==> config.mk <==
export PLATFORM = sky130hd
export DESIGN_NAME = pe_tile_param
export DESIGN_NICKNAME = d
export VERILOG_FILES = /design/src/rtl/pe_tile_pkg.sv /design/src/rtl/pe_tile_alu.sv /design/src/rtl/pe_tile_param.sv
export SDC_FILE = /design/constraint.sdc
export NUM_CORES = 1
export LEC_CHECK = 0
export BUFFER_PORTS_ARGS = -buffer_cell sky130_fd_sc_hd__buf_4
export CAP_MARGIN = 0
export CORE_ASPECT_RATIO = 0.5
export CORE_MARGIN = 2
export CORE_UTILIZATION = 51
export DETAILED_ROUTE_END_ITERATION = 8
export GPL_ROUTABILITY_DRIVEN = 0
export GPL_TIMING_DRIVEN = 0
export PLACE_DENSITY = 0.82
export SLEW_MARGIN = 30
export SYNTH_ARGS = -nofsm -noshare
export SYNTH_HDL_FRONTEND = slang
export SYNTH_SLANG_ARGS = --single-unit
==> constraint.sdc <==
create_clock -name clk -period 6.5 [get_ports clk]
set_clock_uncertainty 0.05 [all_clocks]
set_input_delay 0.325 -clock clk [delete_from_list [all_inputs] [get_ports clk]]
set_output_delay 0.325 -clock clk [all_outputs]
set_load 0.005 [all_outputs]
==> src/rtl/pe_tile_pkg.sv <==
// Shared constants for the parametrised PE tile: opcodes, config register
// indices and the bit layout of the PE control register.
package pe_tile_pkg;

  typedef enum logic [2:0] {
    PE_ADD    = 3'd0,
    PE_SUB    = 3'd1,
    PE_AND    = 3'd2,
    PE_OR     = 3'd3,
    PE_XOR    = 3'd4,
    PE_PASS_A = 3'd5,
    PE_PASS_B = 3'd6,
    PE_ZERO   = 3'd7
  } pe_op_e;

  // Config register indices (low half of config_addr). The SB block starts
  // at SB_BASE and holds one entry per output slice; it must stay below OP0_SEL.
  localparam logic [15:0] SB_BASE = 16'h0000;
  localparam logic [15:0] OP0_SEL = 16'h0040;
  localparam logic [15:0] OP1_SEL = 16'h0041;
  localparam logic [15:0] PE_CTRL = 16'h0042;

  // PE control register layout.
  localparam int CTRL_W      = 5;
  localparam int CTRL_OP_LSB = 0;
  localparam int CTRL_OP_W   = 3;
  localparam int CTRL_BYPASS = 3;
  localparam int CTRL_ACCUM  = 4;

  // Switch-box select width.
  localparam int SB_SEL_W = 2;

endpackage

==> src/rtl/pe_tile_alu.sv <==
// Combinational PE arithmetic/logic unit. All arithmetic wraps modulo
// 2^WIDTH; there is no carry or borrow output.
module pe_tile_alu
  import pe_tile_pkg::*;
#(
  parameter int WIDTH = 1
) (
  input  logic [2:0]       opcode,
  input  logic [WIDTH-1:0] a,
  input  logic [WIDTH-1:0] b,
  output logic [WIDTH-1:0] result
);

  // Opcode decode; sums and differences truncate to WIDTH bits.
  always_comb begin
    result = '0;
    case (pe_op_e'(opcode))
      PE_ADD:    result = a + b;
      PE_SUB:    result = a - b;
      PE_AND:    result = a & b;
      PE_OR:     result = a | b;
      PE_XOR:    result = a ^ b;
      PE_PASS_A: result = a;
      PE_PASS_B: result = b;
      PE_ZERO:   result = '0;
      default:   result = '0;
    endcase
  end

endmodule

==> src/rtl/pe_tile_param.sv <==
// Parametrised PE tile: switch box, two operand muxes, a PE with optional
// output register and accumulate mode, configured over the tile-addressed
// config bus with registered readback.
module pe_tile_param
  import pe_tile_pkg::*;
#(
  parameter int WIDTH      = 1,
  parameter int NUM_TRACKS = 4,
  parameter int NUM_SIDES  = 4
) (
  input  logic                                  clk,
  input  logic                                  reset,
  input  logic [15:0]                           tile_id,
  input  logic [31:0]                           config_addr,
  input  logic [31:0]                           config_data,
  input  logic                                  config_en,
  input  logic                                  config_we,
  output logic [31:0]                           config_rd_data,
  output logic                                  config_rd_valid,
  input  logic [NUM_SIDES*NUM_TRACKS*WIDTH-1:0] in_wires,
  output logic [NUM_SIDES*NUM_TRACKS*WIDTH-1:0] out_wires,
  output logic [WIDTH-1:0]                      pe_out
);

  localparam int NUM_K    = NUM_SIDES * NUM_TRACKS;
  localparam int OP_SEL_W = (NUM_K > 1) ? $clog2(NUM_K) : 1;

  logic [SB_SEL_W-1:0] sb_sel_q [NUM_K];
  logic [SB_SEL_W-1:0] sb_sel_d [NUM_K];
  logic [OP_SEL_W-1:0] op0_sel_q, op0_sel_d;
  logic [OP_SEL_W-1:0] op1_sel_q, op1_sel_d;
  logic [CTRL_W-1:0]   ctrl_q, ctrl_d;
  logic [WIDTH-1:0]    pe_out_q, pe_out_d;
  logic [31:0]         rd_data_q, rd_data_d;
  logic                rd_valid_q, rd_valid_d;

  logic                cfg_hit;
  logic [15:0]         cfg_idx;
  logic [WIDTH-1:0]    in_slice [NUM_K];
  logic [WIDTH-1:0]    sb_out [NUM_K];
  logic [WIDTH-1:0]    op0, op1, alu_a, alu_result;
  logic [2:0]          ctrl_opcode;
  logic                ctrl_bypass, ctrl_accum;
  logic                unused_cfg_data;

  // Only the low bits of config_data are stored; the rest is deliberately dropped.
  assign unused_cfg_data = ^config_data;

  for (genvar gi = 0; gi < NUM_K; gi++) begin : g_slice
    assign in_slice[gi]                   = in_wires[gi*WIDTH +: WIDTH];
    assign out_wires[gi*WIDTH +: WIDTH]   = sb_out[gi];
  end

  assign cfg_hit = config_en && (config_addr[31:16] == tile_id);
  assign cfg_idx = config_addr[15:0];

  // Config register writes and readback mux for accesses addressed to this tile.
  always_comb begin
    sb_sel_d   = sb_sel_q;
    op0_sel_d  = op0_sel_q;
    op1_sel_d  = op1_sel_q;
    ctrl_d     = ctrl_q;
    rd_valid_d = 1'b0;
    rd_data_d  = '0;
    if (cfg_hit && config_we) begin
      for (int k = 0; k < NUM_K; k++) begin
        if (cfg_idx == SB_BASE + 16'(k)) sb_sel_d[k] = config_data[SB_SEL_W-1:0];
      end
      if (cfg_idx == OP0_SEL) op0_sel_d = config_data[OP_SEL_W-1:0];
      if (cfg_idx == OP1_SEL) op1_sel_d = config_data[OP_SEL_W-1:0];
      if (cfg_idx == PE_CTRL) ctrl_d    = config_data[CTRL_W-1:0];
    end else if (cfg_hit) begin
      rd_valid_d = 1'b1;
      for (int k = 0; k < NUM_K; k++) begin
        if (cfg_idx == SB_BASE + 16'(k)) rd_data_d = 32'(sb_sel_q[k]);
      end
      if (cfg_idx == OP0_SEL) rd_data_d = 32'(op0_sel_q);
      if (cfg_idx == OP1_SEL) rd_data_d = 32'(op1_sel_q);
      if (cfg_idx == PE_CTRL) rd_data_d = 32'(ctrl_q);
    end
  end

  // Operand muxes; out-of-range selects fall back to slice 0.
  always_comb begin
    op0 = in_slice[0];
    op1 = in_slice[0];
    for (int k = 1; k < NUM_K; k++) begin
      if (int'(op0_sel_q) == k) op0 = in_slice[k];
      if (int'(op1_sel_q) == k) op1 = in_slice[k];
    end
  end

  // Switch box: select v < NUM_SIDES-1 picks side (s+1+v) mod NUM_SIDES on the
  // same track, NUM_SIDES-1 picks the PE output, anything larger decodes as 0.
  always_comb begin
    for (int s = 0; s < NUM_SIDES; s++) begin
      for (int t = 0; t < NUM_TRACKS; t++) begin
        sb_out[s*NUM_TRACKS+t] = in_slice[((s + 1) % NUM_SIDES)*NUM_TRACKS + t];
        for (int v = 1; v < NUM_SIDES - 1; v++) begin
          if (int'(sb_sel_q[s*NUM_TRACKS+t]) == v)
            sb_out[s*NUM_TRACKS+t] = in_slice[((s + 1 + v) % NUM_SIDES)*NUM_TRACKS + t];
        end
        if (int'(sb_sel_q[s*NUM_TRACKS+t]) == NUM_SIDES - 1)
          sb_out[s*NUM_TRACKS+t] = pe_out;
      end
    end
  end

  assign ctrl_opcode = ctrl_q[CTRL_OP_LSB +: CTRL_OP_W];
  assign ctrl_bypass = ctrl_q[CTRL_BYPASS];
  assign ctrl_accum  = ctrl_q[CTRL_ACCUM];

  // Accumulate feeds the registered result back as operand A.
  assign alu_a = ctrl_accum ? pe_out_q : op0;

  pe_tile_alu #(.WIDTH(WIDTH)) u_alu (
    .opcode (ctrl_opcode),
    .a      (alu_a),
    .b      (op1),
    .result (alu_result)
  );

  // The output register samples the ALU every cycle; bypass is overridden by accumulate.
  always_comb begin
    pe_out_d = alu_result;
    pe_out   = (ctrl_bypass && !ctrl_accum) ? alu_result : pe_out_q;
  end

  assign config_rd_data  = rd_data_q;
  assign config_rd_valid = rd_valid_q;

  // State registers with asynchronous active-low reset.
  always_ff @(posedge clk or negedge reset) begin
    if (!reset) begin
      for (int k = 0; k < NUM_K; k++) sb_sel_q[k] <= SB_SEL_W'(NUM_SIDES - 1);
      op0_sel_q  <= '0;
      op1_sel_q  <= '0;
      ctrl_q     <= '0;
      pe_out_q   <= '0;
      rd_data_q  <= '0;
      rd_valid_q <= 1'b0;
    end else begin
      sb_sel_q   <= sb_sel_d;
      op0_sel_q  <= op0_sel_d;
      op1_sel_q  <= op1_sel_d;
      ctrl_q     <= ctrl_d;
      pe_out_q   <= pe_out_d;
      rd_data_q  <= rd_data_d;
      rd_valid_q <= rd_valid_d;
    end
  end

endmodule

# [Yosys cells after proc, flatten, opt, wreduce, memory -nomap -nowiden]
# Index checks and enable logic that the tools add are counted.
[op_classes] add_sub_neg=2 reduce_logical=25 muxes=104 eq_ne=104 n_bitwise=3
[op_table] op="two-way mux 32 bit" n=20
[op_table] op="equality test 16 x 4 -> 1 bit (second input constant)" n=8
[op_table] op="two-way mux 1 bit" n=82
[op_table] op="equality test 16 x 3 -> 1 bit (second input constant)" n=4
[op_table] op="equality test 2 bit (second input constant)" n=32
[op_table] op="equality test 4 bit (second input constant)" n=16
[op_table] op="equality test 16 x 7 -> 1 bit (second input constant)" n=3
[op_table] op="AND reduction 2 bit" n=19
[op_table] op="equality test 16 x 2 -> 1 bit (second input constant)" n=2
[op_table] op="equality test 2 x 1 -> 1 bit (second input constant)" n=16
[op_table] op="equality test 4 x 3 -> 1 bit (second input constant)" n=8
[op_table] op="equality test 16 x 1 -> 1 bit (second input constant)" n=1
[op_table] op="equality test 16 bit" n=1
[op_table] op="equality test 4 x 2 -> 1 bit (second input constant)" n=4
[op_table] op="logical NOT 16 bit" n=1
[op_table] op="equality test 3 bit (second input constant)" n=4
[op_table] op="equality test 4 x 1 -> 1 bit (second input constant)" n=2
[op_table] op="case mux 1 bit (8 select lines)" n=1
[op_table] op="equality test 3 x 2 -> 1 bit (second input constant)" n=2
[op_table] op="equality test 3 x 1 -> 1 bit (second input constant)" n=1
[op_table] op="logical AND 1 bit" n=3
[op_table] op="logical NOT 3 bit" n=1
[op_table] op="two-way mux 2 bit" n=1
[op_table] op="adder 1 bit" n=1
[op_table] op="5 further kinds" n=5
[word_totals] reg_bits=79 out_inout_bits=50

# [Depth between registers and ports, before layout]
[logic_depth] word_depth=22 ltp_mapped=13 ltp_nobuf=11

# [Cells and area by module]
# A second synthesis with hierarchy kept.
[unflattened] cells_unflattened=380 area_unflattened_um2=4345.4
[modules_own_cells] module="pe_tile_param" seq_area_each_um2=1341.3 area_per_inst_um2=4259.1 n_inst=1 cells_per_inst=367
[modules_own_cells] module="pe_tile_alu" seq_area_each_um2=0.0 area_per_inst_um2=86.3 n_inst=1 cells_per_inst=13

# [Least setup slack after synthesis]
# Ideal clock, no wire load.
[synth_path] kind="register to output" start="reg op0_sel_q[0]" end="out out_wires[10]" slack_ns=3.536 n_path_buf=1 arrival_ns=2.589 required_time_ns=6.125 path_stages_with_launch=12 cell_sequence="dfrtp_1 > mux4_1 > nor2b_1 > a211oi_2 > o41ai_2 > ha_1 > nand2_1 > a21oi_1 > o22a_1 > a221oi_4 > buf_6 > o21bai_1"
[synth_between] elab_chain_cells=21 elab_cells_between_ends=39 classes_between="add/sub: 2; eq/ne: 15; mux: 19; bitwise: 3"
[synth_lines] element="start: declaration" line="pe_tile_param.sv:30" text="logic [OP_SEL_W-1:0] op0_sel_q, op0_sel_d;"
[synth_lines] element="start signal: assignment" line="pe_tile_param.sv:144" text="op0_sel_q <= op0_sel_d;"
[synth_lines] element="equality test 4 x 2 -> 1 bit" line="pe_tile_param.sv:88" text="if (int'(op0_sel_q) == k) op0 = in_slice[k];"
[synth_lines] element="two-way mux 1 bit (14 in a row)" line="pe_tile_param.sv:88"
[synth_lines] element="two-way mux 1 bit *" line="pe_tile_param.sv:88"
[synth_lines] element="two-way mux 1 bit *" line="pe_tile_param.sv:114" text="assign alu_a = ctrl_accum ? pe_out_q : op0;"
[synth_lines] element="subtractor 1 bit, or another cell as far along" line="pe_tile_alu.sv:19" text="PE_SUB: result = a - b;"
[synth_lines] element="case mux 1 bit (8 select lines) *" line="pe_tile_alu.sv:17" text="case (pe_op_e'(opcode))"
[synth_lines] element="two-way mux 1 bit *" line="pe_tile_param.sv:126" text="pe_out = (ctrl_bypass && !ctrl_accum) ? alu_result : pe_out_q;"
[synth_lines] element="two-way mux 1 bit *" line="pe_tile_param.sv:103" text="if (int'(sb_sel_q[s*NUM_TRACKS+t]) == NUM_SIDES - 1)"
[synth_lines] element="end: declaration" line="pe_tile_param.sv:21" text="output logic [NUM_SIDES*NUM_TRACKS*WIDTH-1:0] out_wires,"
# Mark *: on every way between the ends. The rest lies on a longest branch, timed or not.

# [Final worst setup path]
[layout_path] start="reg op1_sel_q[0]" end="out out_wires[10]"
[layout_between] elab_chain_cells=20 elab_cells_between_ends=38 classes_between="add/sub: 2; eq/ne: 15; mux: 18; bitwise: 3"
[layout_lines] element="start: declaration" line="pe_tile_param.sv:31" text="logic [OP_SEL_W-1:0] op1_sel_q, op1_sel_d;"
[layout_lines] element="start signal: assignment" line="pe_tile_param.sv:145" text="op1_sel_q <= op1_sel_d;"
[layout_lines] element="equality test 4 x 2 -> 1 bit" line="pe_tile_param.sv:89" text="if (int'(op1_sel_q) == k) op1 = in_slice[k];"
[layout_lines] element="two-way mux 1 bit (14 in a row)" line="pe_tile_param.sv:89"
[layout_lines] element="two-way mux 1 bit *" line="pe_tile_param.sv:89"
[layout_lines] element="subtractor 1 bit, or another cell as far along" line="pe_tile_alu.sv:19"
[layout_lines] element="case mux 1 bit (8 select lines) *" line="pe_tile_alu.sv:17"
[layout_lines] element="two-way mux 1 bit *" line="pe_tile_param.sv:126"
[layout_lines] element="two-way mux 1 bit *" line="pe_tile_param.sv:103"
# Marks and branches as above.

==> results.md <==
* Status: completed
* Tot GR Track Use at 27.8%
* Final global-route overflow total at 0
* Max IR drop VDD at 0.000100 V
* Min-Delay Path Class: in -> async
* Int Power at 576 uW
* Total CTS buffers at 5
* CP Capture Type: primary output
* Share of cells above drive strength 1 at 47.6%
* Max Clk Rate at 253 MHz
* Overall power at 754 uW
* Sw power at 178 uW
* Fin area at 5090 sq um
* Post-synth EDFFs at 0
* Setup-failing EPs final at 0
* Time the worst path needs with I/O delays and setup at 3.95 ns
* DRC errors left at 0
* Largest net degree at the start of global routing at 53
* Worst Path Arrival at 3.58 ns
* CTS Root Buffer Type: clkbuf_16
* Leakage at 2.17 nW
* Worst EP required at 6.12 ns
* RSZ-0062 raised after global routing: no
* Via count at 3594
* Longest Clk Path Bufs at 2
* Worst R2R End: pe_out_q
* Setup TNS at 0 ns
* Clock sink count at 52
* Origin of the worst setup path: op1_sel_q[0]
* Global-route wire length before repair at 18100 um
* Post-CTS setup buffers at 0
* Dominant synthesized flop cell: dfstp_2
* ANT nets after route at 0
* Maxcap violations at 0
* N_diodes at 0
* Final wirelength at 11700 um
* DRT iter0 DRCs at 486
* Clock group share of total power at 38.9%
* CTS clk-pin slew, worst paths at 0.06 ns
* Max-slew headroom at 35.5%
* Synthesized instance count at 373
* Reg-to-Reg Start: op1_sel_q[0]
* Area grow syn2layout at 26.9%
* Resize count post-CTS at 0
* R2r worst-path depth at 13
* Mapped cell area at 4010 sq um
* Post-synthesis average cell area at 10.8 sq um
* Initial core utilization at 53.6%
* Synth Warn # at 0
* Flop pwr share at 43.2%
* Die area at 8640 sq um
* Tcrit/Tclk final at 60.8%
* Max FO, Critical Path at 10
* Sequential share of the synthesized area at 33.4%
* CTS tree: built
* Die span in x at 129 um
* Final Hold Vio Count at 0
* IO Pins at 150
* TritonRoute pass-1 iters at 5
* Skew-Pair Late Insertion Delay at 0.29 ns
* Post-synth cell types at 50
* Vias/cell at 5.93
* Post-synthesis async set-or-reset flop share at 100%
* Initial antenna violation count at 0
* Yosys reg bits at 52
* IO buf count at 91
* Critical path class: reg -> out
* Tightest Pin Transition at 0.961 ns
* HPWL after DPL at 8510 um
* Layout net count at 598
* Row count at 22
* WHS at 0.0321 ns
* H-tree Lvls at 2
* Area after DPL at 4930 sq um
* P per Cell Area at 148 nW/um^2
* WL/cell at 19.3 um
* Net Sw Frac at 23.6%
* Combinational power share at 17.9%
* Vias in the first global route at 3515
* Core area at 7490 sq um
* Max-slew violation count at 0
* Die Ht at 66.7 um
* Worst setup SP type: register
* Cts hold-fix bufs at 0
* R2R setup slack at 3.28 ns
## metrics by stage
stage,instances,utilization [%],setup slack (ns)
after floorplan,399,-,3.54
after global placement,598,65.8,2.97
after detailed placement,598,65.8,2.91
after CTS,606,68.0,2.59
after global routing,606,68.0,2.32
final,606,68.0,2.55
## cell usage in the layout (no fill, tap or decap), types with 6 or more instances in the layout
cell | Yosys | layout
a21oi_1 | 8 | 8
buf_4 | 27 | 118
clkbuf_1 | 10 | 11
conb_1 | 1 | 27
dfrtp_1 | 20 | 20
dfstp_2 | 32 | 32
mux2_2 | 45 | 45
mux2i_1 | 18 | 18
mux4_2 | 24 | 24
nand2_1 | 36 | 36
nand3_1 | 20 | 20
nor2_1 | 13 | 13
nor2b_1 | 8 | 8
nor3_1 | 10 | 10
o21ai_0 | 8 | 8
o21bai_1 | 18 | 18
xnor2_1 | 6 | 6
xor2_1 | 11 | 11
## registers in the layout (all words and copies together), names as in the netlist
| signal | count |
|---|---|
| config_rd_data | 5 |
| op1_sel_q | 4 |
| ctrl_q | 5 |
| sb_sel_q | 32 |
| op0_sel_q | 4 |
| config_rd_valid | 1 |
| pe_out_q | 1 |
## power groups by stage
stage	clock [mW]	sequential, mW	combinational (mW)
after floorplan	0	0.331	0.0615
after global placement	0	0.331	0.130
after detailed placement	0	0.331	0.132
after CTS	0.297	0.326	0.133
after global routing	0.312	0.325	0.146
final	0.294	0.326	0.135
## per-layer routing
metal,routed length [um],GRT usage [%],vias up
met1,4570,35.7,1750
met4,344,9.81,0
li1,-,-,1577
met5,0,0,-
met2,5690,47.4,225
met3,1100,5.62,42
## Yosys cell counts (all sizes together) (2+ instances only)
cell type / n / area, sq um
xor2: 11 / 96.3
mux2: 45 / 507
nor4: 4 / 25.0
mux4: 25 / 567
nand3: 20 / 100
mux2i: 18 / 180
or3: 2 / 12.5
buf: 37 / 254
dfrtp: 20 / 500
o221ai: 2 / 17.5
xnor2: 6 / 52.6
o22a: 2 / 17.5
nor2b: 8 / 50.1
nand4: 2 / 12.5
nand2: 36 / 135
nand3b: 3 / 22.5
o21ai: 8 / 40.0
nor2: 13 / 48.8
dfstp: 32 / 841
clkbuf: 10 / 37.5
a21oi: 8 / 40.0
o21bai: 18 / 135
nor3b: 3 / 22.5
inv: 5 / 18.8
a22oi: 3 / 22.5
and3: 3 / 18.8
nor3: 10 / 50.1
## layout make-up
type	count	area (sq um)
multi-input combinational	294	2460
sequential	52	1340
timing repair buffer	91	683
clock buffer	6	129
buffer	47	292
inverter	6	22.5
tap	108	135
fill	590	2390
clock inverter	2	35.0
## critical path, stage by stage (launching register included)
cell and delay, ns:
dfrtp_1 0.36, clkbuf_1 0.40, nor2_1 0.10, a22oi_1 0.20, a22oi_1 0.10, o22ai_1 0.31, o21a_1 0.18, ha_1 0.19
nor2_1 0.06, a21oi_1 0.14, o21ai_0 0.15, a221oi_4 0.59, buf_6 0.23, o21bai_1 0.12, buf_4 0.15
## worst max-delay path by stage
stage | to | cells past startpoint
2_1_floorplan | out_wires[10] | 11
3_3_place_gp | out_wires[10] | 14
3_5_place_dp | out_wires[10] | 14
4_1_cts | out_wires[10] | 14
5_1_grt | out_wires[10] | 14
6_report | out_wires[10] | 14
## cell families after synthesis
| family | Yosys count | synth area share [%] |
|---|---|---|
| AOI/OAI and AO/OA | 50 | 9.41 |
| xor gates and xnor gates | 17 | 3.71 |
| adders and majority gates | 1 | 0.312 |
| buffers and inverters | 53 | 7.82 |
| DFF | 52 | 33.4 |
| muxes | 88 | 31.2 |
| other | 1 | 0.0934 |
| and+or+nand+nor | 111 | 14.0 |
(Power assumes the default switching activity.)
